### src/rtl/mmix_dmem_bridge.sv
`default_nettype none
// mmix_dmem_bridge: MMIX execute-stage load/store port to a 32-bit big-endian Avalon-MM master.
// Aligns by access size, splits octas into two tetra transfers, returns zero-extended read data.
module mmix_dmem_bridge #(
  parameter int ADDR_W = 32
) (
  input  logic              clk,
  input  logic              reset_n,
  input  logic [63:0]       mem_address,
  input  logic [1:0]        mem_datasize,
  input  logic              mem_read,
  input  logic              mem_write,
  input  logic [63:0]       mem_writedata,
  output logic [63:0]       mem_readdata,
  output logic              mem_done,
  output logic [ADDR_W-1:0] avm_address,
  output logic [3:0]        avm_byteenable,
  output logic              avm_read,
  output logic              avm_write,
  output logic [31:0]       avm_writedata,
  input  logic [31:0]       avm_readdata,
  input  logic              avm_waitrequest
);

  localparam logic [1:0] S_IDLE = 2'd0, S_ACC1 = 2'd1, S_ACC2 = 2'd2, S_DONE = 2'd3;
  localparam logic [1:0] SZ_BYTE = 2'd0, SZ_WYDE = 2'd1, SZ_TETRA = 2'd2, SZ_OCTA = 2'd3;

  logic [1:0]        state_q, state_d;
  logic [1:0]        size_q, size_d;
  logic [1:0]        off_q, off_d;
  logic              write_q, write_d;
  logic [31:0]       wlo_q, wlo_d;
  logic [31:0]       hi_q, hi_d;
  logic [63:0]       rdata_q, rdata_d;
  logic              done_q, done_d;
  logic [ADDR_W-1:0] addr_q, addr_d;
  logic [3:0]        be_q, be_d;
  logic              rd_q, rd_d;
  logic              wr_q, wr_d;
  logic [31:0]       wdata_q, wdata_d;

  logic              req;
  logic              xfer_ok;
  logic [2:0]        low_mask;
  logic [ADDR_W-1:0] req_addr;
  logic [3:0]        req_be;
  logic [31:0]       req_wdata;
  logic [31:0]       lane;
  logic              unused_addr_bits;

  assign req      = mem_read | mem_write;
  assign xfer_ok  = ~avm_waitrequest;
  assign low_mask = 3'((4'd1 << mem_datasize) - 4'd1);
  assign req_addr = {mem_address[ADDR_W-1:3], mem_address[2:0] & ~low_mask};
  assign unused_addr_bits = ^mem_address[63:ADDR_W];

  // Request-side lane steering; byteenable bit 3 is the lowest byte address.
  always_comb begin
    req_be    = 4'b1111;
    req_wdata = mem_writedata[31:0];
    case (mem_datasize)
      SZ_BYTE: begin
        req_be    = 4'b1000 >> req_addr[1:0];
        req_wdata = {4{mem_writedata[7:0]}};
      end
      SZ_WYDE: begin
        req_be    = req_addr[1] ? 4'b0011 : 4'b1100;
        req_wdata = {2{mem_writedata[15:0]}};
      end
      SZ_TETRA: req_wdata = mem_writedata[31:0];
      default:  req_wdata = mem_writedata[63:32];
    endcase
  end

  always_comb begin
    lane = avm_readdata;
    case (size_q)
      SZ_BYTE: lane = {24'h0, 8'(avm_readdata >> {~off_q, 3'b000})};
      SZ_WYDE: lane = off_q[1] ? {16'h0, avm_readdata[15:0]} : {16'h0, avm_readdata[31:16]};
      default: lane = avm_readdata;
    endcase
  end

  always_ff @(posedge clk or negedge reset_n) begin
    if (!reset_n) begin
      state_q <= S_IDLE;
      size_q  <= 2'd0;
      off_q   <= 2'd0;
      write_q <= 1'b0;
      wlo_q   <= 32'h0;
      hi_q    <= 32'h0;
      rdata_q <= 64'h0;
      done_q  <= 1'b0;
      addr_q  <= '0;
      be_q    <= 4'h0;
      rd_q    <= 1'b0;
      wr_q    <= 1'b0;
      wdata_q <= 32'h0;
    end else begin
      state_q <= state_d;
      size_q  <= size_d;
      off_q   <= off_d;
      write_q <= write_d;
      wlo_q   <= wlo_d;
      hi_q    <= hi_d;
      rdata_q <= rdata_d;
      done_q  <= done_d;
      addr_q  <= addr_d;
      be_q    <= be_d;
      rd_q    <= rd_d;
      wr_q    <= wr_d;
      wdata_q <= wdata_d;
    end
  end

  // Requests seen in DONE are the requester's stale ones and are ignored.
  always_comb begin
    state_d = state_q;
    case (state_q)
      S_IDLE:  if (req) state_d = S_ACC1;
      S_ACC1:  if (xfer_ok) state_d = (size_q == SZ_OCTA) ? S_ACC2 : S_DONE;
      S_ACC2:  if (xfer_ok) state_d = S_DONE;
      default: state_d = S_IDLE;
    endcase
  end

  always_comb begin
    size_d  = size_q;
    off_d   = off_q;
    write_d = write_q;
    wlo_d   = wlo_q;
    hi_d    = hi_q;
    rdata_d = rdata_q;
    done_d  = 1'b0;
    addr_d  = addr_q;
    be_d    = be_q;
    rd_d    = rd_q;
    wr_d    = wr_q;
    wdata_d = wdata_q;
    case (state_q)
      S_IDLE: begin
        if (req) begin
          size_d  = mem_datasize;
          off_d   = req_addr[1:0];
          write_d = mem_write;
          wlo_d   = mem_writedata[31:0];
          addr_d  = {req_addr[ADDR_W-1:2], 2'b00};
          be_d    = req_be;
          wdata_d = req_wdata;
          rd_d    = ~mem_write;
          wr_d    = mem_write;
        end
      end
      S_ACC1: begin
        if (xfer_ok) begin
          if (size_q == SZ_OCTA) begin
            // Strobes stay up: the low tetra follows with no idle gap.
            addr_d  = addr_q + ADDR_W'(4);
            wdata_d = wlo_q;
            if (!write_q) hi_d = avm_readdata;
          end else begin
            rd_d   = 1'b0;
            wr_d   = 1'b0;
            done_d = 1'b1;
            if (!write_q) rdata_d = {32'h0, lane};
          end
        end
      end
      S_ACC2: begin
        if (xfer_ok) begin
          rd_d   = 1'b0;
          wr_d   = 1'b0;
          done_d = 1'b1;
          if (!write_q) rdata_d = {hi_q, avm_readdata};
        end
      end
      default: ;
    endcase
  end

  assign mem_readdata   = rdata_q;
  assign mem_done       = done_q;
  assign avm_address    = addr_q;
  assign avm_byteenable = be_q;
  assign avm_read       = rd_q;
  assign avm_write      = wr_q;
  assign avm_writedata  = wdata_q;

endmodule
`default_nettype wire

### config.mk
export PLATFORM = sky130hd
export DESIGN_NAME = mmix_dmem_bridge
export DESIGN_NICKNAME = d
export VERILOG_FILES = /design/src/rtl/mmix_dmem_bridge.sv
export SDC_FILE = /design/constraint.sdc
export NUM_CORES = 1
export LEC_CHECK = 0
export BUFFER_PORTS_ARGS = -buffer_cell sky130_fd_sc_hd__buf_2
export CAP_MARGIN = 20
export CORE_ASPECT_RATIO = 1.75
export CORE_MARGIN = 2
export CORE_UTILIZATION = 45
export DETAILED_ROUTE_END_ITERATION = 16
export PLACE_DENSITY = 0.75
export REMOVE_ABC_BUFFERS = 1
export SLEW_MARGIN = 20
export SYNTH_ARGS = -nofsm -noshare
export SYNTH_HDL_FRONTEND = slang
export SYNTH_SLANG_ARGS = --single-unit
### constraint.sdc
create_clock -name clk -period 2.6 [get_ports clk]
set_input_delay 0.39 -clock clk [delete_from_list [all_inputs] [get_ports clk]]
set_output_delay 0.39 -clock clk [all_outputs]
set_load 0.1 [all_outputs]
==> metrics.txt <==
initial antenna violation count 0; standard cell core area 21500 um^2; cell with the biggest individual delay on the critical path or3b_1; horizontal die dimension 115.7 um; starting density of the core 45.69%; Post-synth EDFFs 0; max-cap violations 0; router iterations before antenna repair 5; Placement Setup Slack 0.2837 ns; stage delay of the slowest cell on the critical path 0.45 ns; global-route wire length before repair 41.04 mm; number of slew-limit violations in the final report 0; worst slew slack as a fraction of its limit 47.99%; per-instance average area after synthesis 10.60 um^2; Avg Vias per Cell 5.538; Std-Cell Rows 71; post-synthesis instance area 9823 um^2; clock buffer depth 3; crit path launch state_q[1]; number of nets with antenna violations after routing 0; number of buffers created by CTS 20; Post-CTS Setup Bufs 0; classification of the worst-slack hold path input port to flop; commonest non-fill, non-tap cell in the layout buf_2; Die Y 199.5 um; Final nets 1345; drt total wl 26.32 mm; sequential fraction of the synthesis area 51.97%; share of layout cells above drive strength 1 35.16%; final worst clock skew 0.01101 ns; proportion of synthesized flip-flops having asynchronous set or reset 100.0%; Period minus WS final 2.323 ns; area overhead of the layout relative to synthesis 24.63%; slew of the pin with the lowest slew margin 0.7773 ns; CTS Sinks 204; number of buffers and inverters on the critical path 2; CTS H-tree depth 1; Critical R2R Launch state_q[1]; Overflow after GRT 0; leading post-synthesis cells by cell area dfrtp_1, mux2_2, nand2_1, mux2i_1, o21ai_0; final period utilization 89.35%; setup repair after global routing missed its margin false; cell chosen for the clock root clkbuf_16; commonest cells after routing, fill and taps aside buf_2, dfrtp_1, nand2_1; wire length per cell after detailed routing 17.79 um; signal arrival time at the worst endpoint 2.75 ns; maximum clock frequency 430.5 MHz; distinct cell type count of the synthesized netlist 54; count of endpoints failing hold in the final timing report 0; number of design rule violations left after detail routing 0; clock network latency to the later pin of the worst-skew pair 0.50 ns; Required @ worst endpoint 3.03 ns; beginning of the worst hold path avm_waitrequest; largest net degree at the start of global routing 97; I/O pins 302; area leader, netlist dfrtp_1; DRC marker count from the first detailed-route iteration 406; HPWL after detailed placement 18.65 mm; category of the worst setup path capture point flop; clock tree from TritonCTS built; area share of the largest cell type after synthesis 51.97%; die area 23070 um^2; input/output buffers 267; clock transition at the registers of the reported paths 0.07 ns; # setup viols final 0; Critical Path Start Type flop; synthesis warning total 0; highest net fanout along the worst path 29; via count of the first global-routing pass 8082; outcome finished, final reports clean; count of state elements after synthesis 204; routability cong. 0.8701; delay-heaviest family, CP simple AND/OR/NAND/NOR gates; reg-to-reg slack, setup 0.28 ns; all-layer global routing usage 22.09%; prevailing post-synth register cell dfrtp_1; least setup slack across all paths after layout 0.2769 ns; cells after synthesis 927; total number of vias 8190; worst setup path category flop to flop; worst path cell trace inv_1, ha_1, or3b_1, o21a_1, buf_4, and4_1, o21ai_0, o221a_2
[final timing paths]
kind                                     end  depth (start not counted)
setup reg to reg             avm_address[11]                          8
hold reg to reg            avm_writedata[12]                          2
hold / removal                      mem_done                          2
max in group asynchronous          wlo_q[28]                          3
setup / recovery             avm_address[11]                          8
min in group asynchronous     avm_address[5]                          2
[metrics by stage]
stage / cells / TNS (ns) / hold WS, ns / cell area [um^2] / utilization (%)
floorplan: 854 / -361.65 / 0.09441 / 9439 / -
global placement: 1441 / 0 / 0.4509 / 11480 / 53.39
detailed placement: 1441 / 0 / 0.4546 / 11480 / 53.39
CTS: 1478 / 0 / 0.1041 / 12240 / 56.94
global route: 1478 / 0 / 0.1230 / 12240 / 56.94
finish: 1479 / 0 / 0.1119 / 12240 / 56.95
[synthesized netlist by cell type, types with 4 or more instances]
library cell	number
o21ai_0	87
a21oi_1	67
buf_4	8
mux2_2	66
inv_1	5
clkbuf_1	30
nand4_1	7
a211oi_1	34
o22ai_1	16
ha_1	6
and3_1	8
nor4_1	4
nand3_1	20
a22oi_1	19
a22o_1	40
nor2_1	18
and2_1	10
nand2_1	130
buf_6	6
buf_2	27
dfrtp_1	204
nor3_1	13
mux2i_1	47
mux4_2	7
and4_1	5
[layout make-up]
type / instances / area, um^2
antenna: 1 / 2.502
clock buffer: 27 / 598.1
clock inverter: 9 / 155.1
fill: 1919 / 9255
inverter: 6 / 22.52
multi-input combinational: 644 / 4354
sequential: 204 / 5105
tap: 292 / 365.4
timing repair buffer: 296 / 1640
[state kept, by name, summed over array words and instances, names as in the netlist]
name,count
avm_read,1
avm_byteenable,4
mem_readdata,64
avm_write,1
write_q,1
hi_q,32
state_q,2
mem_done,1
avm_writedata,32
off_q,2
wlo_q,32
size_q,2
avm_address,30
[routing by layer]
metal  wire length, um  up-vias  global-route usage, %  share of wire (%)
li1                  -     3871                      -                  -
met1             10180     3972                  26.12                 39
met2             13550      276                  39.01                 51
met3              1514       71                  3.579                5.8
met4              1067        0                  9.788                4.1
met5                 0        -                      0                  0
[worst register-to-register path: cells and delay by family, from the launching register on]
family	cells	cell delay [ns]
compound gates	3	0.51
buf+inv	2	0.37
flops	1	0.42
simple gates	2	0.68
fa+ha+maj	1	0.29
[logic make-up after synthesis]
family | share of synthesized area (%)
AO/OA/AOI/OAI | 17.70
adder cells (fa/ha/maj) | 0.7642
buffers and inverters | 4.178
flip-flops | 51.97
multiplexers | 13.96
other | 0.03818
AND/OR/NAND/NOR | 11.39
[timing repair]
| action | CTS | global route |
|---|---|---|
| endpoints found under the hold margin | 64 | 0 |
| gates resized for setup | 0 | 0 |
| hold buffers | 1 | 0 |
Power is left out: the tool's default activity adds up to more than one toggle a clock period on the data nets, which glitch-free logic cannot reach.
